===== config.mk =====
export PLATFORM = sky130hd
export DESIGN_NAME = spi_sample_packer
export DESIGN_NICKNAME = d
export VERILOG_FILES = /design/src/rtl/spi_sample_packer.sv
export SDC_FILE = /design/constraint.sdc
export NUM_CORES = 1
export LEC_CHECK = 0
export BUFFER_PORTS_ARGS = -buffer_cell sky130_fd_sc_hd__buf_2
export CAP_MARGIN = 30
export CORE_ASPECT_RATIO = 1.75
export CORE_MARGIN = 2
export CORE_UTILIZATION = 45
export CTS_CLUSTER_DIAMETER = 120
export DETAILED_ROUTE_END_ITERATION = 10
export PLACE_DENSITY_LB_ADDON = 0.05
export SLEW_MARGIN = 10
export SYNTH_ARGS = -nofsm -noshare
export SYNTH_HDL_FRONTEND = slang
export SYNTH_SLANG_ARGS = --single-unit

===== constraint.sdc =====
create_clock -name clk -period 4.4 [get_ports clk]
set_input_delay 0.44 -clock clk [delete_from_list [all_inputs] [get_ports clk]]
set_output_delay 0.44 -clock clk [all_outputs]
set_load 0.02 [all_outputs]

===== src/rtl/spi_sample_packer.sv =====
// Packs pairs of SPI bytes (high byte first) into 16-bit samples and queues them
// in a first-word-fall-through FIFO for the downstream FIR stage.
module spi_sample_packer #(
  parameter int DEPTH = 4
) (
  input  logic                       clk,
  input  logic                       rst_n,
  input  logic                       byte_valid,
  input  logic [7:0]                 byte_data,
  input  logic                       msg_start,
  output logic [15:0]                sample_data,
  output logic                       sample_valid,
  input  logic                       sample_ready,
  output logic [$clog2(DEPTH):0]     level,
  output logic                       overflow,
  input  logic                       clear_ovf
);

  localparam int AW = $clog2(DEPTH);
  localparam int LW = AW + 1;

  typedef enum logic {WANT_HI = 1'b0, WANT_LO = 1'b1} state_t;

  state_t         r_state;
  state_t         w_state_nxt;
  logic [7:0]     r_hi_byte;
  logic [7:0]     w_hi_byte_nxt;
  logic           w_push;

  logic [15:0]    r_mem [DEPTH];
  logic [AW-1:0]  r_wr_ptr;
  logic [AW-1:0]  r_rd_ptr;
  logic [LW-1:0]  r_level;
  logic           r_overflow;

  logic           w_full;
  logic           w_pop;
  logic           w_do_push;
  logic           w_drop;

  // Byte-phase next state; a frame start always restarts at the high byte.
  always_comb begin
    w_state_nxt   = r_state;
    w_hi_byte_nxt = r_hi_byte;
    w_push        = 1'b0;
    if (msg_start) begin
      if (byte_valid) begin
        w_state_nxt   = WANT_LO;
        w_hi_byte_nxt = byte_data;
      end else begin
        w_state_nxt   = WANT_HI;
        w_hi_byte_nxt = 8'h00;
      end
    end else if (byte_valid) begin
      case (r_state)
        WANT_HI: begin
          w_state_nxt   = WANT_LO;
          w_hi_byte_nxt = byte_data;
        end
        WANT_LO: begin
          w_state_nxt = WANT_HI;
          w_push      = 1'b1;
        end
        default: begin
          w_state_nxt   = WANT_HI;
          w_hi_byte_nxt = 8'h00;
        end
      endcase
    end else begin
      w_state_nxt   = r_state;
      w_hi_byte_nxt = r_hi_byte;
    end
  end

  // Byte-phase state and held high byte.
  always_ff @(posedge clk or negedge rst_n) begin
    if (!rst_n) begin
      r_state   <= WANT_HI;
      r_hi_byte <= 8'h00;
    end else begin
      r_state   <= w_state_nxt;
      r_hi_byte <= w_hi_byte_nxt;
    end
  end

  // A push into a full FIFO still succeeds when the head leaves in the same cycle.
  always_comb begin
    w_full    = (r_level == LW'(DEPTH));
    w_pop     = (r_level != {LW{1'b0}}) && sample_ready;
    w_do_push = w_push && (!w_full || w_pop);
    w_drop    = w_push && w_full && !w_pop;
  end

  // FIFO storage, pointers and occupancy.
  always_ff @(posedge clk or negedge rst_n) begin
    if (!rst_n) begin
      for (int i = 0; i < DEPTH; i++) begin
        r_mem[i] <= 16'h0000;
      end
      r_wr_ptr <= {AW{1'b0}};
      r_rd_ptr <= {AW{1'b0}};
      r_level  <= {LW{1'b0}};
    end else begin
      if (w_do_push) begin
        r_mem[r_wr_ptr] <= {r_hi_byte, byte_data};
        r_wr_ptr        <= r_wr_ptr + AW'(1'b1);
      end
      if (w_pop) begin
        r_rd_ptr <= r_rd_ptr + AW'(1'b1);
      end
      if (w_do_push && !w_pop) begin
        r_level <= r_level + LW'(1'b1);
      end else if (w_pop && !w_do_push) begin
        r_level <= r_level - LW'(1'b1);
      end
    end
  end

  // Sticky drop flag; a new drop wins over a same-cycle clear.
  always_ff @(posedge clk or negedge rst_n) begin
    if (!rst_n) begin
      r_overflow <= 1'b0;
    end else if (w_drop) begin
      r_overflow <= 1'b1;
    end else if (clear_ovf) begin
      r_overflow <= 1'b0;
    end
  end

  assign sample_data  = r_mem[r_rd_ptr];
  assign sample_valid = (r_level != {LW{1'b0}});
  assign level        = r_level;
  assign overflow     = r_overflow;

endmodule


Word level (Yosys, flattened, before mapping):

Index checks and enable logic that the tools add are counted.

* bits in registers: 81
* input bits: 14
* output and inout port bits: 21
* word-level logic and storage cells: 59

* add/sub/neg operators: 4
* $lt $le $gt $ge: 3
* equality and inequality tests: 2
* multiplexer cells: 21
* bitwise gates (word level): 3
* reduce and logical (&&, ||, !) cells: 16

Operators with widths (count)
* bitwise mux 64 bit: 1
* two-way mux 16 bit: 3
* binary-select mux 16 bit (select 2 bit): 1
* demux 16 bit (select 2 bit): 1
* two-way mux 8 bit: 4
* two-way mux 1 bit: 8
* logical AND 1 bit: 7
* >= comparator 3 bit (second input constant): 2
* two-way mux 3 bit: 2
* NOT 2 -> 3 bit: 2
* nonzero test 2 bit: 3
* adder 2 x 1 -> 2 bit (second input constant): 2
* adder 3 x 1 -> 3 bit (second input constant): 1
* equality test 3 bit (second input constant): 1
* logical NOT 1 bit: 3
* less-than comparator 3 x 1 -> 1 bit (second input constant): 1
* nonzero test 3 bit: 1
* subtractor 3 x 1 -> 3 bit (second input constant): 1
* inequality test 2 bit (second input constant): 1
* case mux 1 bit (2 select lines): 1
* AND reduction 2 bit: 1
* logical OR 1 bit: 1
* NOT 1 bit: 1

Depth between registers and ports, before layout:

Gate-level depths: netlist of run 1.

* depth after elaboration: 8
* mapped depth: 9
* gate-level depth less buffers: 8

Worst setup path after synthesis of run 1:

Ideal clock, no wire load.

* path kind: flip-flop to flip-flop
* start point: register r_level[0], in the netlist level[0]
* end point: register r_level[1], in the netlist level[1]
* library setup time: 0.125 ns
* arrival: 2.295 ns
* required time: 4.275 ns
* setup slack: 1.981 ns
* cell stages (with the launch flop): 8
* buffers on the path: 1
* clock period less this slack: 2.419 ns
* cells stage by stage: dfrtp_1 > or4b_4 > buf_6 > and2_2 > ha_1 > inv_1 > fa_1 > mux2_2

* cells in the longest elaborated chain, start to end: 7
* elaborated cells on any way between the ends: 15
* those cells by class: add/sub (2); eq/ne (1); mux (2); reduce/logical (10)

Ends and longest elaborated chain
* start: declaration: line 33 `logic [LW-1:0] r_level;`
* start signal: assignment: line 102 `r_level <= {LW{1'b0}};`
* start signal: assignment: line 112 `r_level <= r_level + LW'(1'b1);`
* start signal: assignment: line 114 `r_level <= r_level - LW'(1'b1);`
* equality test 3 bit or nonzero test 3 bit (tied branches): line 88, 89
* logical NOT 1 bit or logical AND 1 bit (tied branches): line 90, 89
* logical OR 1 bit (*): line 90 `w_do_push = w_push && (!w_full || w_pop);`
* logical AND 1 bit (*): line 90
* named net w_do_push: line 38 `logic w_do_push;`
* logical NOT 1 bit: line 113 `end else if (w_pop && !w_do_push) begin`
* logical AND 1 bit: line 113
* nonzero test 2 bit (no source line)

The timed path passes the listed nets; every way through them passes the cells marked *. The select of a mux whose other input is x is not followed.
A chain may end at the register's enable or synchronous reset.

Worst setup path after layout of run 1:

Same ends and word-level chain as after synthesis.

==> results of run 1 <==
[power by group]
group | internal, mW | switching, mW
clock network | 0.485 | 0.283
registers | 1.07 | 0.224
logic | 0.705 | 0.520
total | 2.26 | 1.03
[cell families after synthesis]
family	Yosys count	synth area share
adders and majority gates	6	0.0218
muxes	81	0.328
DFF	81	0.536
AOI/OAI and AO/OA	11	0.0228
and+or+nand+nor	14	0.0364
buffers and inverters	17	0.0387
xor gates and xnor gates	7	0.0162
[sequential cells by signal (all words and copies together) (netlist names)]
register,cells
r_rd_ptr,2
level,3
r_mem,64
r_wr_ptr,2
r_state,1
overflow,1
r_hi_byte,8
[layer usage]
metal  part of all wire  vias to the layer above
met1               0.45                     1039
met3              0.031                        8
li1                   -                      864
met4              0.017                        0
met5                  0                        -
met2               0.50                       27
[worst max path at each step]
stage	endpoint	depth (start not counted)
floorplan	level[1]	7
detailed placement	level[1]	7
finish	level[1]	6
CTS	level[1]	6
global placement	level[1]	7
global route	level[1]	6
[worst max-delay path, delay by kind of cell (launching register included)]
kind                     cells  cell delay (ns)
flip-flops                   1             0.43
multiplexers                 1             0.27
AND/OR/NAND/NOR              2             0.90
adder cells (fa/ha/maj)      2             0.61
buffers and inverters        1             0.07
[final cells by class]
class	count	area share
clock buffers	14	0.0638
clock inverters	2	0.00816
inverters	6	0.00525
multi-input cells	119	0.375
flip-flops and latches	81	0.472
well taps	92	0.0268
repair buffers	36	0.0484
[through the flow]
step                      hold WS, ns  power, mW  instances
final                          0.0278       3.28        350
after global routing           0.0592       3.49        350
after detailed placement        0.396       2.55        334
after floorplan                 0.144       2.22        217
after global placement          0.483       2.52        333
after CTS                      0.0326       3.33        350
[placed cells by master, fill, tap and decap left out, drive strengths merged]
master | Yosys | layout
bufinv | 0 | 1
nand2b | 1 | 1
clkinv | 0 | 1
mux4 | 16 | 16
ha | 5 | 5
a21oi | 1 | 1
xnor2 | 5 | 5
and2 | 2 | 2
clkbuf | 3 | 14
nand2 | 1 | 1
or3 | 1 | 1
o21ai | 1 | 1
inv | 6 | 6
or4b | 1 | 1
o22ai | 1 | 1
dfrtp | 81 | 81
buf | 8 | 36
nor2 | 1 | 1
xor2 | 2 | 2
nand3 | 6 | 6
a22o | 8 | 8
mux2 | 65 | 65
fa | 1 | 1
and3b | 1 | 1
[Yosys cell counts, types with 2 or more instances]
library cell	number
dfrtp_1	81
mux2_4	40
mux2_2	25
mux4_2	16
a22o_1	8
inv_1	6
ha_1	5
xnor2_1	5
buf_12	4
nand3_4	4
clkbuf_1	3
buf_2	2
buf_6	2
nand3_1	2
xor2_1	2
==> metrics, run 1 <==
status finished clean; Critical path origin level[0]; number of synthesized flops with an enable pin 0; Crit Path Class register to register; Syn-to-layout area delta 13.4%; Reg2Reg Depth 6; largest area contributor in the netlist dfrtp_1; placed inst area 3980 um2; worst path required time 4.62 ns; synth warn 0; Max VDD drop 457 uV; Final Hold Viols 0; hold buffers post-CTS 0; min cycle time layout 2.39 ns; Slowest cell on crit path or4b_4; Worst R2R Start level[0]; HPWL after DPL 4400 um; initial drt markers 128; Antenna Nets Post-Route 0; largest cells by area after synthesis dfrtp_1 (54%), mux2_4 (16%), mux4_2 (9.5%), mux2_2 (7.4%), buf_12 (2.1%); Final Skew 0.00647 ns; met3 GRT Util 0.0451; GP Congestion 0.713; Total GRT Usage 0.178; synthesized area 3780 um2; Slew Limit Headroom 0.367; crit-path max cell delay 0.66 ns; Design Area, Final 4290 um2; crit end category register; final setup vio count 0; fillers 686; RSZ-0062 raised after global routing no; CP Cell Sequence or4b_4 > and2_2 > ha_1 > inv_1 > fa_1 > mux2_2; initial antenna violation count 0; #FFs+latches synth 81; first-pass GRT wire length 12,100 um; Seq. cell area 2030 um2; CTS tree built; hold crit path type input pin to async pin; syn nets 237; Congestion Overflow GR 0; Avg Cell Area, Syn 17.4 um2; Vias/cell 5.54; drt wl/cell 20.3 um; die height 125 um; pre-CTS WS 1.94 ns; post-synth top area share 0.536; Max Freq 419 MHz; Async S/R FF share, synth 1.00; pwr/cell area 765 nW/um2; fin crit share 0.543; nets@finish 273; GR peak layer met2; maxcap violations 0; Worst Max-Slew Pin Slew 0.949 ns; total number of vias 1,938; diode count 0; met2 GRT Util 0.267; Core ar. 8260 um2; clock sink count 81; multi-input logic area 1610 um2; Starting Density 0.458; CP startpoint kind register; Leak 2.10 nW; CTS buffer count 9; CP Max Fanout 7; setup bufs post-CTS 0; worst path arrival time 2.61 ns; critical register-to-register path endpoint level[1]; layout cells sized above 1 0.535; Clk pin slew, worst setup/hold paths 0.06 ns; post-layout util 0.520; Die X 73.3 um; largest net degree at the start of global routing 55; Clock Tree Buf Depth 2; post-route setup TNS 0 ns; worst skew pair latency 0.33 ns; fin. max-slew vios 0; fin worst setup slack 2.01 ns; met1 Use GR 0.247; Post-CTS Resized 0; total number of H-tree levels 3; number of global-route vias before repair 2,169; clk root buf clkbuf_16; Yosys cell types 27; # rows 44; flop-to-flop setup slack 2.01 ns; first-pass iteration count of the detailed router 4; Main synth FF type dfrtp_1; I/O pin cnt 35; port bufs 34; DRC Markers 0; Post-Synthesis Cells 217; DRT Wirelength 7090 um; die footprint 9190 um2; Seq/Total Area, Yosys 0.536
(Power assumes the default switching activity.)
==> run 2, diff against run 1 <==
==> constraint.sdc (replaced) <==
create_clock -name clk -period 2 [get_ports clk]
set_input_delay 0.2 -clock clk [delete_from_list [all_inputs] [get_ports clk]]
set_output_delay 0.2 -clock clk [all_outputs]
set_load 0.02 [all_outputs]
==> run 2 against run 1 <==
The run now ends with setup timing left. Worst hold slack improved by 0.032 ns. Clock-buffer cell count did not move. Power rose by 120%. Setup slack got worse by 2.1 ns. Clock skew rose by 0.00073 ns. Global-route usage fell by 0.16 points. Largest power group is now combinational logic. Clock power rose by 99%. Sequential cell count did not move. Core utilization rose by 3.2 points.
==> metrics, run 2 (synthesized netlist as in run 1, its figures left out) <==
Seq. cell area 2030 um2 (+0.12%); worst path arrival time 2.27 ns (-0.34 ns); layout cells sized above 1 0.585 (+0.0502); diode count 0 (unchanged); first-pass iteration count of the detailed router 4 (unchanged); CP startpoint kind register; Worst R2R Start level[1]; fin. max-slew vios 0 (unchanged); CTS tree built; placed cells 357 (+6.9%); fin worst setup slack -0.0551 ns (-2.07 ns); RSZ-0062 raised after global routing yes; Min-Delay Endpoint overflow; min cycle time layout 2.06 ns (-0.334 ns); top cell family by delay on the critical path simple AND/OR/NAND/NOR gates; CP Max Fanout 3 (-4); Reg2Reg Depth 6 (unchanged); most frequent cells in the layout dfrtp_1 (79), mux2_4 (40), buf_2 (33); port bufs 34 (unchanged); crit end category register; Antenna Nets Post-Route 0 (unchanged); Clk pin slew, worst setup/hold paths 0.05 ns (about the same); Core ar. 8260 um2 (unchanged); total number of H-tree levels 3 (unchanged); initial antenna violation count 0 (unchanged); hold crit path type input pin to register; DRC Markers 0 (unchanged); fin crit share 1.03 (+0.484); pwr/cell area 1610 nW/um2 (+110%); post-route setup TNS -0.0869 ns (-0.0869 ns); drt wl/cell 19.3 um (-4.9%); final setup vio count 2 (+2); Final Skew 0.00720 ns (+0.000728 ns); # rows 44 (unchanged); I/O pin cnt 35 (unchanged); HPWL after DPL 5000 um (+14%); hold_sp clear_ovf; Slew Limit Headroom 0.578 (+0.211); CP Cell Sequence or4b_4 > and2_4 > ha_4 > inv_2 > fa_1 > mux2_2; Worst Max-Slew Pin Slew 0.633 ns (-0.316 ns); Crit Path Class register to register; Leak 2.24 nW (+6.4%); Congestion Overflow GR 0 (unchanged); worst skew pair latency 0.33 ns (about the same); post-layout util 0.552 (+0.0323); Total GRT Usage 0.177 (-0.00164); Max VDD drop 898 uV (+96%); Vias/cell 5.37 (-3.1%); register with the most flip-flops r_mem; Final Hold Viols 0 (unchanged); clock sink count 81 (unchanged); stages on the worst setup path 6 (unchanged); max reg flops 64 (unchanged); Clock Tree Buf Depth 2 (unchanged); worst path required time 2.21 ns (-2.41 ns); number of global-route vias before repair 2,224 (+2.5%); largest net degree at the start of global routing 49 (-11%); multi-input logic area 1630 um2 (+1.3%); Final Total Pwr 7.32 mW (+120%); initial drt markers 90 (-30%); Starting Density 0.458 (unchanged); Max Freq 487 MHz (+16%); CTS buffer count 9 (unchanged); nets@finish 297 (+8.8%); CP bufs+invs 1 (unchanged); flop-to-flop setup slack -0.06 ns (-2.07 ns); die height 125 um (unchanged); Hold Path Depth 2; crit-path max cell delay 0.51 ns (-0.15 ns); setup bufs post-CTS 0 (unchanged); Die X 73.3 um (unchanged); die footprint 9190 um2 (unchanged); Slowest cell on crit path or4b_4; status finished, violations left; DRT Wirelength 7210 um (+1.6%); total number of vias 2,007 (+3.6%); commonest non-fill, non-tap cell in the layout dfrtp_1; Syn-to-layout area delta 20.5%; critical register-to-register path endpoint level[1]; failing checks setup timing; Finished Layout Cells 374 (+6.9%); fillers 708 (+3.2%); maxcap violations 0 (unchanged); first-pass GRT wire length 12,000 um (-0.29%); clk root buf clkbuf_16; GP Congestion 0.728 (+2.1%)
[run 2: power breakdown]
part | internal (mW) | total [mW] | switching (mW)
sequential | 2.35 | 2.77 | 0.419
clock | 0.908 | 1.53 | 0.618
combinational | 1.74 | 3.02 | 1.28
[run 2: worst max path at each step]
| stage | start | end | slack, ns |
|---|---|---|---|
| finish | level[1] | level[1] | -0.06 |
| global route | level[0] | level[2] | -0.11 |
| CTS | level[1] | level[1] | -0.07 |
| detailed placement | level[1] | level[1] | -0.07 |
| global placement | level[1] | level[1] | -0.04 |
| floorplan | level[1] | level[1] | -0.25 |
[run 2: repair_timing]
| item | in CTS | in global routing |
|---|---|---|
| gates cloned | 0 | 0 |
| endpoints found under the hold margin | 46 | 0 |
| pin swaps | 1 | 0 |
| gates resized for setup | 1 | 1 |
| endpoints found under the setup margin | 2 | 2 |
| hold buffers | 1 | 0 |
[run 2: worst register-to-register path: cells and delay by family (launching register included)]
kind / cells / cell delay (ns)
adder cells (fa/ha/maj): 2 / 0.55
buffers and inverters: 1 / 0.04
flip-flops: 1 / 0.41
multiplexers: 1 / 0.26
AND/OR/NAND/NOR: 2 / 0.67
[run 2: through the flow]
stage               cell area (um2)  worst slack, ns  hold slack [ns]
CTS                            4550          -0.0732           0.0433
floorplan                      3800           -0.254          -0.0956
detailed placement             4260          -0.0652            0.272
global placement               4260          -0.0407            0.271
global route                   4560           -0.112           0.0577
finish                         4560          -0.0551           0.0603
[run 2: layer usage]
metal / vias up / GRT usage / part of all wire
met5: - / 0 / 0
met2: 35 / 0.280 / 0.51
li1: 916 / - / -
met1: 1045 / 0.234 / 0.44
met4: 0 / 0.0674 / 0.018
met3: 11 / 0.0411 / 0.031
[run 2: final cells by class]
type,count,share of cell area
Clock buffer,14,0.0579
Clock inverter,2,0.00274
Inverter,6,0.00494
Multi-Input combinational cell,119,0.358
Sequential cell,81,0.445
Tap cell,92,0.0253
Timing Repair Buffer,60,0.106
==> run 3, diff against run 2 <==
--- a/config.mk
+++ b/config.mk
@@ -13,6 +13,7 @@
 export CTS_CLUSTER_DIAMETER = 120
 export DETAILED_ROUTE_END_ITERATION = 10
 export PLACE_DENSITY_LB_ADDON = 0.05
+export RECOVER_POWER = 25
 export SLEW_MARGIN = 10
 export SYNTH_ARGS = -nofsm -noshare
 export SYNTH_HDL_FRONTEND = slang
==> run 3 against run 2 <==
The run still ends with setup timing left. Cell count is the same. Core utilization is essentially flat. Register-to-register slack is essentially flat. Fmax is the same. Non-clock buffer count is the same. Power is essentially flat. First-iteration DRC count is the same. Combinational power is essentially flat. Clock skew is the same. Clock power is essentially flat. Critical path type unchanged. Critical endpoint unchanged.
==> metrics, run 3 (synthesized netlist as in run 1, its figures left out) <==
I/O pin cnt 35 (unchanged); Clock Tree Buf Depth 2 (unchanged); Final Hold Viols 0 (unchanged); Worst R2R Start level[1]; met3 GRT Util 0.0411 (unchanged); Worst Max-Slew Pin Slew 1.23 ns (+0.592 ns); met1 Use GR 0.234 (unchanged); status finished, violations left; Leak 2.23 nW (about the same); register with the most flip-flops r_mem; Min-Delay Endpoint overflow; first-pass GRT wire length 12,000 um (unchanged); number of global-route vias before repair 2,224 (unchanged); total number of vias 2,006 (-0.050%); CP Max Fanout 3 (unchanged); initial antenna violation count 0 (unchanged); DRC Markers 0 (unchanged); HPWL after DPL 5000 um (unchanged); post-route setup TNS -0.0869 ns (unchanged); hold_sp clear_ovf; Core ar. 8260 um2 (unchanged); layout cells sized above 1 0.585 (unchanged); worst skew pair latency 0.33 ns (about the same); met2 GRT Util 0.280 (unchanged); fin. max-slew vios 0 (unchanged); maxcap violations 0 (unchanged); GR peak layer met2; Hold Path Depth 2 (unchanged); # rows 44 (unchanged); CTS buffer count 9 (unchanged); worst path required time 2.21 ns (about the same); nets@finish 297 (unchanged); Slew Limit Headroom 0.183 (-0.395); initial drt markers 90 (unchanged); pwr/cell area 1610 nW/um2 (about the same); flop-to-flop setup slack -0.06 ns (about the same); CP startpoint kind register; placed cells 357 (unchanged); final setup vio count 2 (unchanged); Final Skew 0.00720 ns (unchanged); hold crit path type input pin to register; Syn-to-layout area delta 20.4% (about the same); first-pass iteration count of the detailed router 4 (unchanged); critical register-to-register path endpoint level[1]; RSZ-0062 raised after global routing yes; port bufs 34 (unchanged); fillers 709 (+0.14%); diode count 0 (unchanged); Finished Layout Cells 374 (unchanged); GP Congestion 0.728 (unchanged); Starting Density 0.458 (unchanged); Congestion Overflow GR 0 (unchanged); Max Freq 487 MHz (unchanged); pre-CTS WS -0.0652 ns (unchanged); min cycle time layout 2.06 ns (unchanged); most frequent cells in the layout dfrtp_1 (79), mux2_4 (40), buf_2 (33); fin crit share 1.03 (unchanged); die footprint 9190 um2 (unchanged); Max VDD drop 898 uV (about the same); total number of H-tree levels 3 (unchanged); Antenna Nets Post-Route 0 (unchanged); clk root buf clkbuf_16; max reg flops 64 (unchanged); post-layout util 0.552 (about the same); fin worst setup slack -0.0551 ns (unchanged); worst path arrival time 2.27 ns (about the same); Vias/cell 5.36 (about the same); commonest non-fill, non-tap cell in the layout dfrtp_1; Crit Path Class register to register; multi-input logic area 1630 um2 (unchanged); Seq. cell area 2030 um2 (unchanged); die height 125 um (unchanged); failing checks setup timing; CTS tree built; Reg2Reg Depth 6 (unchanged); Critical path origin level[1]; drt wl/cell 19.3 um (about the same); Final Total Pwr 7.32 mW (about the same); setup bufs post-CTS 0 (unchanged); Total GRT Usage 0.177 (unchanged); Clk pin slew, worst setup/hold paths 0.05 ns (about the same); Die X 73.3 um (unchanged); crit end category register; clock sink count 81 (unchanged); DRT Wirelength 7210 um (about the same); largest net degree at the start of global routing 49 (unchanged)
[run 3: cell count changes in the layout (fill, tap and decap cells not counted), sizes merged]
cell    change
buf         -1
clkbuf      +1
[run 3: worst max path at each step]
stage	end	slack, ns	cells after the start
5_1_grt	level[2]	-0.11	8
4_1_cts	level[1]	-0.07	6
6_report	level[1]	-0.06	6
3_3_place_gp	level[1]	-0.04	6
2_1_floorplan	level[1]	-0.25	7
3_5_place_dp	level[1]	-0.07	6
[run 3: per-layer routing]
layer  vias up  share of wire
li1        916              -
met3        11          0.031
met1      1044           0.44
met2        35           0.51
met4         0          0.018
met5         -              0
[run 3: repair_timing]
item	in CTS	in global routing
pin swaps	1	0
setup endpoints to repair	2	2
hold buffers	1	0
endpoints found under the hold margin	46	0
gates cloned	0	0
resized for setup	1	1
[run 3: worst max-delay path, cell delays in order (launching register included)]
cell and delay, ns:
dfrtp_2 0.41, or4b_4 0.51, and2_4 0.16, ha_4 0.16, inv_2 0.04, fa_1 0.39, mux2_2 0.26
[run 3: cell type report]
type	count	area share
flip-flops and latches	81	0.445
multi-input cells	119	0.358
repair buffers	60	0.105
clock buffers	14	0.0580
well taps	92	0.0253
inverters	6	0.00494
clock inverters	2	0.00275
[run 3: stage by stage]
step / area [um2] / hold slack, ns
after floorplan: 3800 / -0.0956
after global placement: 4260 / 0.271
after detailed placement: 4260 / 0.272
after CTS: 4550 / 0.0433
after global routing: 4560 / 0.0577
final: 4560 / 0.0603
[run 3: where the power goes]
group          internal, mW  switching (mW)
Combinational          1.74            1.28
Clock                 0.908           0.618
Sequential             2.35           0.419
Total                  5.00            2.32
